## src/rtl/shaping_filter_pipe.sv

```systemverilog
`default_nettype none
// ------------------------------------------------------------------------
// shaping_filter_pipe : K/L trapezoidal shaper with double integrator,
//                       5-stage pipeline, saturated output.
// Revision: 1.0
// ------------------------------------------------------------------------
module shaping_filter_pipe #(
  parameter int DW    = 12,
  parameter int OW    = 16,
  parameter int ACC_W = 40,
  parameter int KMAX  = 32,
  parameter int LMAX  = 16,
  parameter int SHIFT = 8
) (
  input  logic                      clk,
  input  logic                      reset,
  input  logic [DW-1:0]             in_data,
  input  logic                      in_valid,
  input  logic [$clog2(KMAX+1)-1:0] cfg_k,
  input  logic [$clog2(LMAX+1)-1:0] cfg_l,
  input  logic [7:0]                cfg_m1,
  input  logic [7:0]                cfg_m2,
  input  logic                      cfg_load,
  output logic signed [OW-1:0]      out_data,
  output logic                      out_valid,
  output logic                      sat_flag,
  output logic [1:0]                state
);
  localparam int KW  = $clog2(KMAX+1);
  localparam int LW  = $clog2(LMAX+1);
  localparam int KIW = $clog2(KMAX);
  localparam int LIW = $clog2(LMAX);
  localparam int CW  = $clog2(KMAX+LMAX+1);
  localparam logic [KW-1:0] KMAX_C = KW'(KMAX);
  localparam logic [LW-1:0] LMAX_C = LW'(LMAX);
  localparam logic signed [ACC_W-1:0] SAT_HI = {{(ACC_W-OW+1){1'b0}}, {(OW-1){1'b1}}};
  localparam logic signed [ACC_W-1:0] SAT_LO = {{(ACC_W-OW+1){1'b1}}, {(OW-1){1'b0}}};

  typedef enum logic [1:0] {IDLE = 2'd0, FILL = 2'd1, RUN = 2'd2} state_t;
  state_t cur, nxt;

  logic [KW-1:0] k, k_new;
  logic [LW-1:0] l, l_new;
  logic [7:0]    m1, m2;
  logic [CW-1:0] cnt, kl;
  logic          accept;

  logic [DW-1:0]             xl [KMAX];
  logic signed [ACC_W-1:0]   dl [LMAX];
  logic [KIW-1:0]            kidx;
  logic [LIW-1:0]            lidx;
  logic signed [ACC_W-1:0]   kx, m1x, m2x, xin;
  logic signed [ACC_W-1:0]   dk, d1, e, mp, p, q, s, sh;
  logic [4:0]                vt, rt;
  logic signed [OW-1:0]      y;
  logic                      clip;

  assign accept = in_valid & ~cfg_load;
  assign kl     = CW'(k) + CW'(l);
  assign kidx   = KIW'(k - 1'b1);
  assign lidx   = LIW'(l - 1'b1);
  assign kx     = ACC_W'(k);
  assign m1x    = ACC_W'(m1);
  assign m2x    = ACC_W'(m2);
  assign xin    = ACC_W'(in_data);
  assign state  = cur;

  always_comb begin
    k_new = cfg_k;
    l_new = cfg_l;
    if (cfg_k == '0)         k_new = KW'(1);
    else if (cfg_k > KMAX_C) k_new = KMAX_C;
    if (cfg_l == '0)         l_new = LW'(1);
    else if (cfg_l > LMAX_C) l_new = LMAX_C;
  end

  always_ff @(posedge clk or negedge reset) begin
    if (!reset) cur <= IDLE;
    else        cur <= nxt;
  end

  always_comb begin
    nxt = cur;
    if (cfg_load) begin
      nxt = IDLE;
    end else if (in_valid) begin
      case (cur)
        IDLE:    nxt = FILL;
        FILL:    if (cnt + CW'(1) == kl) nxt = RUN;
        default: nxt = cur;
      endcase
    end
  end

  always_comb begin
    sh   = s >>> SHIFT;
    y    = sh[OW-1:0];
    clip = 1'b0;
    if (sh > SAT_HI) begin
      y    = {1'b0, {(OW-1){1'b1}}};
      clip = 1'b1;
    end else if (sh < SAT_LO) begin
      y    = {1'b1, {(OW-1){1'b0}}};
      clip = 1'b1;
    end
  end

  // Stage operand registers are gated by their tags, so they need no reset.
  always_ff @(posedge clk) begin
    if (accept) begin
      dk <= xin - ACC_W'(xl[kidx]);
      d1 <= xin - ACC_W'(xl[0]);
    end
    if (vt[0]) e  <= dk - kx * dl[lidx];
    if (vt[2]) mp <= m1x * p;
  end

  always_ff @(posedge clk or negedge reset) begin
    if (!reset) begin
      k <= KW'(4); l <= LW'(2); m1 <= 8'd16; m2 <= 8'd1;
      for (int i = 0; i < KMAX; i++) xl[i] <= '0;
      for (int i = 0; i < LMAX; i++) dl[i] <= '0;
      p <= '0; q <= '0; s <= '0; vt <= '0; rt <= '0; cnt <= '0;
      out_data <= '0; out_valid <= 1'b0; sat_flag <= 1'b0;
    end else if (cfg_load) begin
      k <= k_new; l <= l_new; m1 <= cfg_m1; m2 <= cfg_m2;
      for (int i = 0; i < KMAX; i++) xl[i] <= '0;
      for (int i = 0; i < LMAX; i++) dl[i] <= '0;
      p <= '0; q <= '0; s <= '0; vt <= '0; rt <= '0; cnt <= '0;
      out_valid <= 1'b0; sat_flag <= 1'b0;
    end else begin
      vt <= {vt[3:0], accept};
      rt <= {rt[3:0], accept && (cur == RUN)};
      if (accept) begin
        for (int i = KMAX-1; i > 0; i--) xl[i] <= xl[i-1];
        xl[0] <= in_data;
        if (cur != RUN) cnt <= cnt + CW'(1);
      end
      if (vt[0]) begin
        for (int i = LMAX-1; i > 0; i--) dl[i] <= dl[i-1];
        dl[0] <= d1;
      end
      if (vt[1]) p <= p + e;
      if (vt[2]) q <= q + m2x * p;
      if (vt[3]) s <= s + q + mp;
      out_valid <= vt[4] & rt[4];
      if (vt[4] & rt[4]) begin
        out_data <= y;
        if (clip) sat_flag <= 1'b1;
      end
    end
  end

endmodule
`default_nettype wire

```

## config.mk

```make
export PLATFORM = sky130hd
export DESIGN_NAME = shaping_filter_pipe
export DESIGN_NICKNAME = d
export VERILOG_FILES = /design/src/rtl/shaping_filter_pipe.sv
export SDC_FILE = /design/constraint.sdc
export NUM_CORES = 2
export LEC_CHECK = 0
export CAP_MARGIN = 20
export CORE_UTILIZATION = 36
export CTS_CLUSTER_SIZE = 40
export DETAILED_ROUTE_END_ITERATION = 8
export SYNTH_ARGS = -nofsm -noshare
export SYNTH_HDL_FRONTEND = slang
export SYNTH_SLANG_ARGS = --single-unit
```

## constraint.sdc

```tcl
create_clock -name clk -period 12.8 [get_ports clk]
set_clock_uncertainty 0.05 [all_clocks]
set_input_delay 2.56 -clock clk [delete_from_list [all_inputs] [get_ports clk]]
set_output_delay 2.56 -clock clk [all_outputs]
set_load 0.05 [all_outputs]
```

==> metrics <==
total gr overflow 0; slowest stage cell, crit path dfrtp_4; Synth Flop Type dfrtp_1; worst skew pair latency 0.78 ns; post-CTS setup buffer count 0; leakage power 35.6 nW; P&R area growth vs syn 9.85%; Setup TNS 0 ns; Design Area, Final 0.0742 mm2; vias in the first global route 46300; post-route ant nets 0; placed inst area 0.0706 mm2; worst slack at placement 4.57 ns; Syn Std Cell Area 0.0675 mm2; Buf/Inv on CP 6; hold crit path type register to register; fillcell total 18000; worst r2r path cells 23; Post-Route WL 143000 um; Fmax 127 MHz; Worst-Margin Slew 1.09 ns; Hold-fix buffers, CTS 0; final worst slack 4.93 ns; Yosys reg bits 881; DIE WIDTH 435 um; crit end category register; Worst Path Class, Setup register to register; crit path max fanout 52; Mapped Cells 6424; synthesized net count 7344; TritonCTS clock tree done; CTS sink cnt 881; status completed; drt pass-1 iters 5; Syn Area/Cell 10.5 um2; GPL Wtd Cong 0.888; DR WL/cell 16.1 um; Crit path depth 23; Ys Warns 0; Max VDD drop 126 uV; first-pass GRT wire length 241000 um; via count of the routed design 44200; final worst-path cycle share 0.615; Clock Path Buffers 3; CP delay by family, top adder cells; final count of negative-setup-slack endpoints 0; EDFF count, synth 106; via/cell ratio 4.98; slowest cell delay on critical path 0.60 ns; Worst EP required 13.20 ns; fin crit period 7.87 ns; Worst Setup Start Kind register; Clk pin slew, worst setup/hold paths 0.06 ns; Fin. Hold Viols 0; Hold Path Cell Cnt 1; Buffers on Ports 62; async set-reset flop share out of synthesis 0.880; Power Density 99.5 mW/mm2; initial core utilization 0.363; initial antenna violation count 3; CTS-repair resized insts 0; Die Y 435 um; largest net degree at the start of global routing 212; Worst EP arrival 8.27 ns; Pins Over Slew Limit 0; max cap viols 0; unrepaired setup endpoints after global routing false; Core ar. 0.186 mm2; GRT Overall Usage 0.153; ant diodes 0; cell breakdown of the critical path buf_16 > inv_1 > ha_2 > buf_4 > mux4_2 > mux4_2 > and2_1 > fa_1 > inv_1 > fa_1 > fa_1 > inv_1 > fa_1 > inv_1 > ha_1 > o21a_1 > o221ai_2 > a221oi_2 > o211ai_2 > a21oi_1 > o41ai_2 > nor2b_1 > o31ai_1; Starting DRT DRC Count 2393; total CTS buffers 104; CTS H-tree lvls 3; Top Ports 63; Max-slew headroom 0.273; Net count, final 7227; total die area 0.189 mm2; Root Buffer clkbuf_16; share of layout cells above drive strength 1 0.0760; row count 158; post-synthesis cell type count 90; post-DP HPWL 101000 um; post-route DRC violation count 0; Seq/Total Area, Yosys 0.334
-- kinds of logic (layout without fill, tap and decap cells) --
family	count (synthesis)	after routing	share of synthesized area
mux	881	881	0.165
xor+xnor	194	194	0.0252
compound gates	625	625	0.0611
fa+ha+maj	877	877	0.224
simple gates	1898	1898	0.130
flops	881	881	0.334
buf+inv	1068	1041	0.0596
-- flip-flops by register name, summed over array words and instances (netlist names), 16 cells and up --
register	count
p	40
xl	384
q	40
out_data	16
s	40
e	40
mp	40
dl	208
-- per-stage QoR --
stage	utilization	std cells	total power [W]	hold WS [ns]
2_1_floorplan	-	6424	0.00401	0.389
3_3_place_gp	0.380	8680	0.00437	0.410
3_5_place_dp	0.380	8680	0.00440	0.399
4_1_cts	0.399	8876	0.00750	0.412
5_1_grt	0.399	8877	0.00778	0.443
6_report	0.399	8877	0.00739	0.412
-- final cells by class --
class                           instances  area, um2  share of cell area
Inverter                              730       2740              0.0369
Tap cell                             2480       3100              0.0418
Multi-Input combinational cell       4475      41000               0.553
Sequential cell                       881      22600               0.305
Timing Repair Buffer                  115       1150              0.0155
Clock buffer                          152       3050              0.0411
Clock inverter                         44        543             0.00732
-- layer usage --
metal  GRT usage  part of all wire  vias up
met5           0           0.00011        -
met4      0.0447             0.026        2
met3      0.0193             0.029      228
met2       0.258              0.48      588
met1       0.204              0.47    22300
li1            -                 -    21100
-- power breakdown --
group / leakage [nW] / internal (W) / switching (W) / total, W
sequential: 11.7 / 0.00290 / 0.0000881 / 0.00299
combinational: 22.1 / 0.000527 / 0.000816 / 0.00134
clock: 1.75 / 0.00177 / 0.00128 / 0.00305
total: 35.6 / 0.00520 / 0.00219 / 0.00739
-- worst reg2reg max path, stage by stage (launching register included) --
cell and delay [ns]:
dfrtp_4 0.60, buf_16 0.32, inv_1 0.11, ha_2 0.32, buf_4 0.58, mux4_2 0.43
mux4_2 0.56, and2_1 0.21, fa_1 0.50, inv_1 0.05, fa_1 0.48, fa_1 0.54
inv_1 0.05, fa_1 0.47, inv_1 0.04, ha_1 0.32, o21a_1 0.20, o221ai_2 0.13
a221oi_2 0.39, o211ai_2 0.15, a21oi_1 0.26, o41ai_2 0.12, nor2b_1 0.55, o31ai_1 0.12
-- layout by cell type, fill, tap and decap left out, types with 39 or more instances in the layout --
master / n
mux4_2: 185
fa_1: 555
clkdlybuf4s50_1: 59
edfxtp_1: 106
nand2_1: 385
dfrtp_1: 764
xor2_1: 50
ha_1: 320
xnor2_1: 139
nor2_1: 819
buf_4: 44
nand3_1: 50
inv_1: 729
and2_1: 411
a21o_1: 72
a21oi_1: 155
mux2i_1: 675
nand2b_1: 39
nor2b_1: 41
o21ai_0: 144
nor3_1: 52
clkbuf_16: 104
-- cells in the mapped netlist (all sizes together) (106+ instances only) --
library cell,instances,area (um2)
clkbuf,247,927
o21ai,155,783
and2,411,2570
nand2,385,1450
mux2i,675,6760
xnor2,144,1260
ha,322,4030
dfrtp,771,19300
nor2,819,3070
inv,729,2740
a21oi,156,785
mux4,185,4170
edfxtp,106,3180
fa,555,11100
-- worst paths after layout --
kind | endpoint | slack [ns] | from
max reg2reg | e[35] | 4.93 | l[0]
min | rt[2] | 0.41 | rt[1]
min in group asynchronous | q[5] | 1.71 | reset
max | e[35] | 4.93 | l[0]
max in group asynchronous | vt[3] | 9.11 | reset
min reg2reg | rt[2] | 0.41 | rt[1]
No activity file was read; power rests on OpenSTA's default activity.
